## config.mk

```make
export PLATFORM = sky130hd
export DESIGN_NAME = seg_capture
export DESIGN_NICKNAME = d
export VERILOG_FILES = /design/src/rtl/seg_capture.sv
export SDC_FILE = /design/constraint.sdc
export NUM_CORES = 1
export LEC_CHECK = 0
export BUFFER_PORTS_ARGS = -buffer_cell sky130_fd_sc_hd__clkbuf_2
export CORE_ASPECT_RATIO = 1.5
export CORE_MARGIN = 2
export CORE_UTILIZATION = 25
export CTS_BUF_LIST = sky130_fd_sc_hd__clkbuf_8
export DETAILED_ROUTE_END_ITERATION = 6
export GPL_TIMING_DRIVEN = 0
export HOLD_SLACK_MARGIN = 0.02
export PLACE_DENSITY = 0.48
export SYNTH_ARGS = -nofsm -noshare
export SYNTH_HDL_FRONTEND = slang
export SYNTH_SLANG_ARGS = --single-unit
```

## constraint.sdc

```tcl
create_clock -name clk -period 2.6 [get_ports clk]
set_clock_uncertainty 0.05 [all_clocks]
set_input_delay 0.26 -clock clk [delete_from_list [all_inputs] [get_ports clk]]
set_output_delay 0.26 -clock clk [all_outputs]
set_load 0.05 [all_outputs]
```

## src/rtl/seg_capture.sv

```systemverilog
// Seven-segment display reader: debounces a multiplexed active-low segment bus,
// decodes each stable digit back to a hex nibble and assembles complete frames.
module seg_capture #(
    parameter int unsigned NUM_DIGITS    = 4,
    parameter int unsigned STABLE_CYCLES = 4,
    parameter int unsigned FRAME_TIMEOUT = 65536
) (
    input  logic                      clk,
    input  logic                      resetn,
    input  logic [6:0]                seg_in,
    input  logic [NUM_DIGITS-1:0]     dig_sel,
    output logic [4*NUM_DIGITS-1:0]   value,
    output logic [NUM_DIGITS-1:0]     blank_mask,
    output logic                      frame_valid,
    output logic                      seg_err,
    output logic [7:0]                err_count,
    output logic                      stale
);

    localparam int unsigned SW = 7 + NUM_DIGITS;
    localparam int unsigned VW = 4 * NUM_DIGITS;
    localparam int unsigned CW = $clog2(STABLE_CYCLES + 1);
    localparam int unsigned TW = (FRAME_TIMEOUT > 1) ? $clog2(FRAME_TIMEOUT) : 1;

    typedef enum logic [1:0] {
        IDLE    = 2'd0,
        COLLECT = 2'd1,
        COMMIT  = 2'd2
    } state_t;

    // Returns {legal, blank, nibble} for an active-low a..g pattern.
    function automatic logic [5:0] decode(input logic [6:0] seg);
        case (seg)
            7'h40:   decode = {2'b10, 4'h0};
            7'h79:   decode = {2'b10, 4'h1};
            7'h24:   decode = {2'b10, 4'h2};
            7'h30:   decode = {2'b10, 4'h3};
            7'h19:   decode = {2'b10, 4'h4};
            7'h12:   decode = {2'b10, 4'h5};
            7'h02:   decode = {2'b10, 4'h6};
            7'h78:   decode = {2'b10, 4'h7};
            7'h00:   decode = {2'b10, 4'h8};
            7'h10:   decode = {2'b10, 4'h9};
            7'h08:   decode = {2'b10, 4'hA};
            7'h03:   decode = {2'b10, 4'hB};
            7'h46:   decode = {2'b10, 4'hC};
            7'h21:   decode = {2'b10, 4'hD};
            7'h06:   decode = {2'b10, 4'hE};
            7'h0E:   decode = {2'b10, 4'hF};
            7'h7F:   decode = {2'b11, 4'h0};
            default: decode = 6'b00_0000;
        endcase
    endfunction

    function automatic logic is_onehot(input logic [NUM_DIGITS-1:0] x);
        is_onehot = (x != '0) && ((x & (x - NUM_DIGITS'(1))) == '0);
    endfunction

    // Reset release synchroniser; nothing samples until run goes high.
    logic [1:0] rst_sync;
    logic       run;

    always_ff @(posedge clk or negedge resetn) begin
        if (!resetn) begin
            rst_sync <= 2'b00;
        end else begin
            rst_sync <= {rst_sync[0], 1'b1};
        end
    end

    assign run = rst_sync[1];

    logic [SW-1:0]         s_q;
    logic [CW-1:0]         stab_cnt;
    logic                  sel_ok;
    logic                  same;
    logic                  cap_fire;
    logic                  cap_q;
    logic [NUM_DIGITS-1:0] cap_sel;
    logic [6:0]            cap_seg;

    always_comb begin
        sel_ok   = is_onehot(dig_sel);
        same     = ({dig_sel, seg_in} == s_q);
        cap_fire = run && sel_ok && same && (stab_cnt == CW'(STABLE_CYCLES - 2));
    end

    // Stability filter and one-cycle capture pipeline stage.
    always_ff @(posedge clk or negedge resetn) begin
        if (!resetn) begin
            s_q      <= '0;
            stab_cnt <= '0;
            cap_q    <= 1'b0;
            cap_sel  <= '0;
            cap_seg  <= '0;
        end else if (run) begin
            s_q <= {dig_sel, seg_in};
            if (!sel_ok || !same) begin
                stab_cnt <= '0;
            end else if (stab_cnt != CW'(STABLE_CYCLES)) begin
                stab_cnt <= stab_cnt + CW'(1);
            end
            cap_q <= cap_fire;
            if (cap_fire) begin
                cap_sel <= dig_sel;
                cap_seg <= seg_in;
            end
        end
    end

    logic [5:0]            dec;
    logic                  dec_legal;
    logic                  dec_blank;
    logic [3:0]            dec_nib;
    state_t                state;
    logic [NUM_DIGITS-1:0] captured;
    logic [NUM_DIGITS-1:0] cap_upd;
    logic [VW-1:0]         shadow_val;
    logic [NUM_DIGITS-1:0] shadow_blank;
    logic [TW-1:0]         tcnt;
    logic                  full_nxt;
    logic                  tmo_at_max;
    logic                  timeout_hit;

    always_comb begin
        dec       = decode(cap_seg);
        dec_legal = dec[5];
        dec_blank = dec[4];
        dec_nib   = dec[3:0];
    end

    // Next captured mask; a commit restarts collection before applying a new capture.
    always_comb begin
        cap_upd = captured;
        if (state == COMMIT) begin
            cap_upd = '0;
        end
        if (cap_q) begin
            if (dec_legal) begin
                cap_upd = cap_upd | cap_sel;
            end else begin
                cap_upd = cap_upd & ~cap_sel;
            end
        end
        full_nxt    = &cap_upd;
        tmo_at_max  = (tcnt == TW'(FRAME_TIMEOUT - 1));
        timeout_hit = tmo_at_max && !stale && (state != COMMIT) && !full_nxt;
    end

    // Frame assembly FSM with registered outputs.
    always_ff @(posedge clk or negedge resetn) begin
        if (!resetn) begin
            state        <= IDLE;
            captured     <= '0;
            shadow_val   <= '0;
            shadow_blank <= '0;
            tcnt         <= '0;
            value        <= '0;
            blank_mask   <= '0;
            frame_valid  <= 1'b0;
            seg_err      <= 1'b0;
            err_count    <= 8'd0;
            stale        <= 1'b0;
        end else if (run) begin
            frame_valid <= 1'b0;
            seg_err     <= 1'b0;

            if (cap_q) begin
                for (int i = 0; i < int'(NUM_DIGITS); i++) begin
                    if (cap_sel[i] && dec_legal) begin
                        shadow_val[4*i +: 4] <= dec_nib;
                        shadow_blank[i]      <= dec_blank;
                    end
                end
                if (!dec_legal) begin
                    seg_err <= 1'b1;
                    if (err_count != 8'hFF) begin
                        err_count <= err_count + 8'd1;
                    end
                end
            end

            if (state == COMMIT) begin
                value       <= shadow_val;
                blank_mask  <= shadow_blank;
                frame_valid <= 1'b1;
                stale       <= 1'b0;
                tcnt        <= '0;
            end else if (!tmo_at_max) begin
                tcnt <= tcnt + TW'(1);
            end

            captured <= cap_upd;
            if (timeout_hit) begin
                stale    <= 1'b1;
                captured <= '0;
                state    <= IDLE;
            end else if (full_nxt) begin
                state <= COMMIT;
            end else if (cap_upd != '0) begin
                state <= COLLECT;
            end else begin
                state <= IDLE;
            end
        end
    end

endmodule

```

==> impl_metrics.toml <==
[power_and_ir_drop]
p_leak_nw = 2.72
peakVddDrop_mv = 0.186
p_clk_share_pct = 34.5
p_int_w = 0.00217
p_sw_share_pct = 24.1
pwr-share-seq_pct = 58.7
p_switching_w = 0.000690
p_comb_share_pct = 6.8
power_density_nw_per_um2 = 505

[routing]
remaining_drc_errors = 0
dr_total_vias = 3559
routed_wl_um = 10600
drt-pass1-iter-count = 4
drt-initial-drc-count = 157
postRouteAntennaNets = 0
vias_per_cell = 4.63
drt-wirelength-per-cell_um = 13.8

[placement]
gp_congestion = 0.727
io_buffers = 43
dp_hpwl_um = 7960

[timing]
slew_violations = 0
slew-limit-headroom_pct = 60.4
tightest_slew_ns = 0.587
finalCritPeriodShare_pct = 97.6
period_needed_ns = 2.54
rsz0062_at_grt = "true"
setup_viol = 0
max_freq_mhz = 394
setup_total_negative_slack_ns = 0
hold_violations = 0

[worst_hold_path]
hold_path_class = "in -> reg"
whs_path_depth = 2
min_to = "cap_seg[2]"
min_from = "seg_in[2]"

[global_route]
gr-total-overflow = 0
grt_pass1_wl_um = 18100
grt_max_degree = 67
antenna_found_initial = 0
grt_pass1_vias = 3663
grt_usage_pct = 10.9

[clocking]
cts_tree = "done"
clock_latency_ns = 0.36
clk_pin_slew_ns = 0.09
clockBufferDepth = 2
cts_buffers = 9
htreeDepth = 3
cts_root_buf = "clkbuf_8"
cts.sinks = 101

[critical_path]
reg2reg_from = "cap_seg[4]"
critical_path_class = "reg -> reg"
path_max_fanout = 10
r2r_setup_slack_ns = 0.06
cp_data_arrival_time_ns = 2.74
start_kind = "register"
end_kind = "register"
critical_path_required_ns = 2.80
r2r_cells = 7
r2r-end = "shadow_val[5]"

[floorplan]
die_height_um = 175
rows = 62
core-area_um2 = 19200
pin_count = 44
start_util_pct = 25.4
die_x_um = 118
die_area_um2 = 20600

[final_layout]
drive_above_1_share_pct = 24.2
diodes = 0
nNetsFinal = 527
finish.utilization_pct = 29.5
syn_to_final_growth_pct = 16.2

[synth]
synth_top_area_share_pct = 51.9
synthDistinctLibCells = 55
ys_seq_area_share_pct = 51.9
synth_area_um2 = 4870
synth_edf_count = 0
syn_nets = 473
async_flop_share_pct = 100
syn_inst = 455
syn_avg_cell_area_um2 = 10.7
synth_warnings = 0
ys_seq_elements = 101
synthFlopType = "dfrtp_1"
synth_area_leaders = "dfrtp_1, mux2_2, nand2_1, mux2_4, o21ai_0"
synth_top_area_cell = "dfrtp_1"

[run_status]
status = "finished clean"

[job]
cap_viol_max_count = 0
[critical path: stages, from the launching register on]
cell and delay, ns:
dfrtp_1 0.41, buf_4 0.18, nor4b_1 0.16, a32o_2 0.28
nor4b_4 0.42, nand2_2 0.24, nand3_1 0.30, mux2_2 0.37
[final cells by class]
class	count	area (um^2)
flip-flops and latches	101	2530
clock buffers	10	138
fillers	2000	13500
clock inverters	5	52.6
repair buffers	46	263
well taps	256	320
plain buffers	21	104
inverters	10	41.3
multi-input cells	320	2210
[worst max-delay path by stage]
stage,startpoint,end,cells after the start
after floorplan,cap_seg[5],err_count[1],7
after global placement,resetn,value[14],1
after detailed placement,cap_seg[3],shadow_val[14],8
after CTS,cap_seg[5],shadow_val[14],7
after global routing,cap_seg[3],shadow_val[10],7
final,cap_seg[4],shadow_val[5],7
[sequential cells by signal, indices dropped and copies added (netlist names), 4 cells and up]
signal	count
value	16
cap_seg	7
s_q	11
shadow_blank	4
captured	4
blank_mask	4
shadow_val	16
tcnt	16
cap_sel	4
err_count	8
[Yosys cell counts (9+ instances only)]
library cell	n
dfrtp_1	101
nand2_1	84
mux2_2	34
o21ai_0	23
a21oi_1	17
clkbuf_1	14
nand3_1	13
or3_1	13
xnor2_1	13
nand4_1	11
nor2_1	11
inv_1	9
mux2_4	9
nor4_1	9
xor2_1	9
[logic make-up (layout without fill, tap and decap cells)]
family / count (synthesis) / count (layout) / share of synthesized area, %
AO/OA/AOI/OAI: 66 / 66 / 9.30
XOR/XNOR: 22 / 22 / 3.96
adder cells (fa/ha/maj): 5 / 5 / 1.29
buffers and inverters: 34 / 92 / 3.03
flip-flops: 101 / 101 / 51.9
multiplexers: 47 / 47 / 11.5
other: 1 / 1 / 0.0770
AND/OR/NAND/NOR: 179 / 179 / 19.0
[stage by stage]
step           total power (W)  cell area (um^2)  instances  setup WS (ns)  hold slack, ns
2_1_floorplan          0.00181              4870        455          0.432         -0.0856
3_3_place_gp           0.00189              5400        754         -0.177           0.282
3_5_place_dp           0.00191              5430        755         -0.111           0.260
4_1_cts                0.00291              5640        771        -0.0150          0.0993
5_1_grt                0.00300              5660        769        -0.0513          0.0983
6_report               0.00286              5660        769         0.0616           0.120
[metal layers]
metal | wire length (um) | part of all wire [%] | vias up | track usage, %
met1 | 4500 | 42 | 1768 | 12.5
met5 | 0 | 0 | - | 0
met3 | 289 | 2.7 | 13 | 2.28
met2 | 5670 | 53 | 45 | 19.6
met4 | 180 | 1.7 | 0 | 4.17
li1 | - | - | 1733 | -
[power by group through the flow]
| stage | combinational (W) | clock [W] | sequential (W) |
|---|---|---|---|
| 2_1_floorplan | 0.000121 | 0 | 0.00169 |
| 3_3_place_gp | 0.000189 | 0 | 0.00170 |
| 3_5_place_dp | 0.000201 | 0 | 0.00170 |
| 4_1_cts | 0.000204 | 0.00103 | 0.00167 |
| 5_1_grt | 0.000227 | 0.00109 | 0.00169 |
| 6_report | 0.000194 | 0.000986 | 0.00168 |
[what timing repair did]
| action | 4_1_cts | 5_1_grt |
|---|---|---|
| hold buffers | 1 | 0 |
| pin swaps | 1 | 1 |
| hold endpoints to repair | 35 | 0 |
| setup endpoints to repair | 24 | 63 |
| buffers inserted | 1 | 0 |
| resized for setup | 1 | 9 |
[layout by cell type, fill, tap and decap left out, types with 4 or more instances in the layout]
cell      count
clkbuf_1     11
inv_1        10
mux2_2       34
ha_1          5
a21oi_1      17
and4_1        4
nor2_1        9
clkbuf_2     42
clkbuf_8     10
mux2_4        9
mux2i_1       4
nand2_1      84
nor4_1        9
nand3_1      12
buf_2         5
nor3_1        8
xor2_1        9
o21ai_0      23
or3_1        13
dfrtp_1     101
nand4_1      11
xnor2_1      13
(Power assumes the default switching activity.)
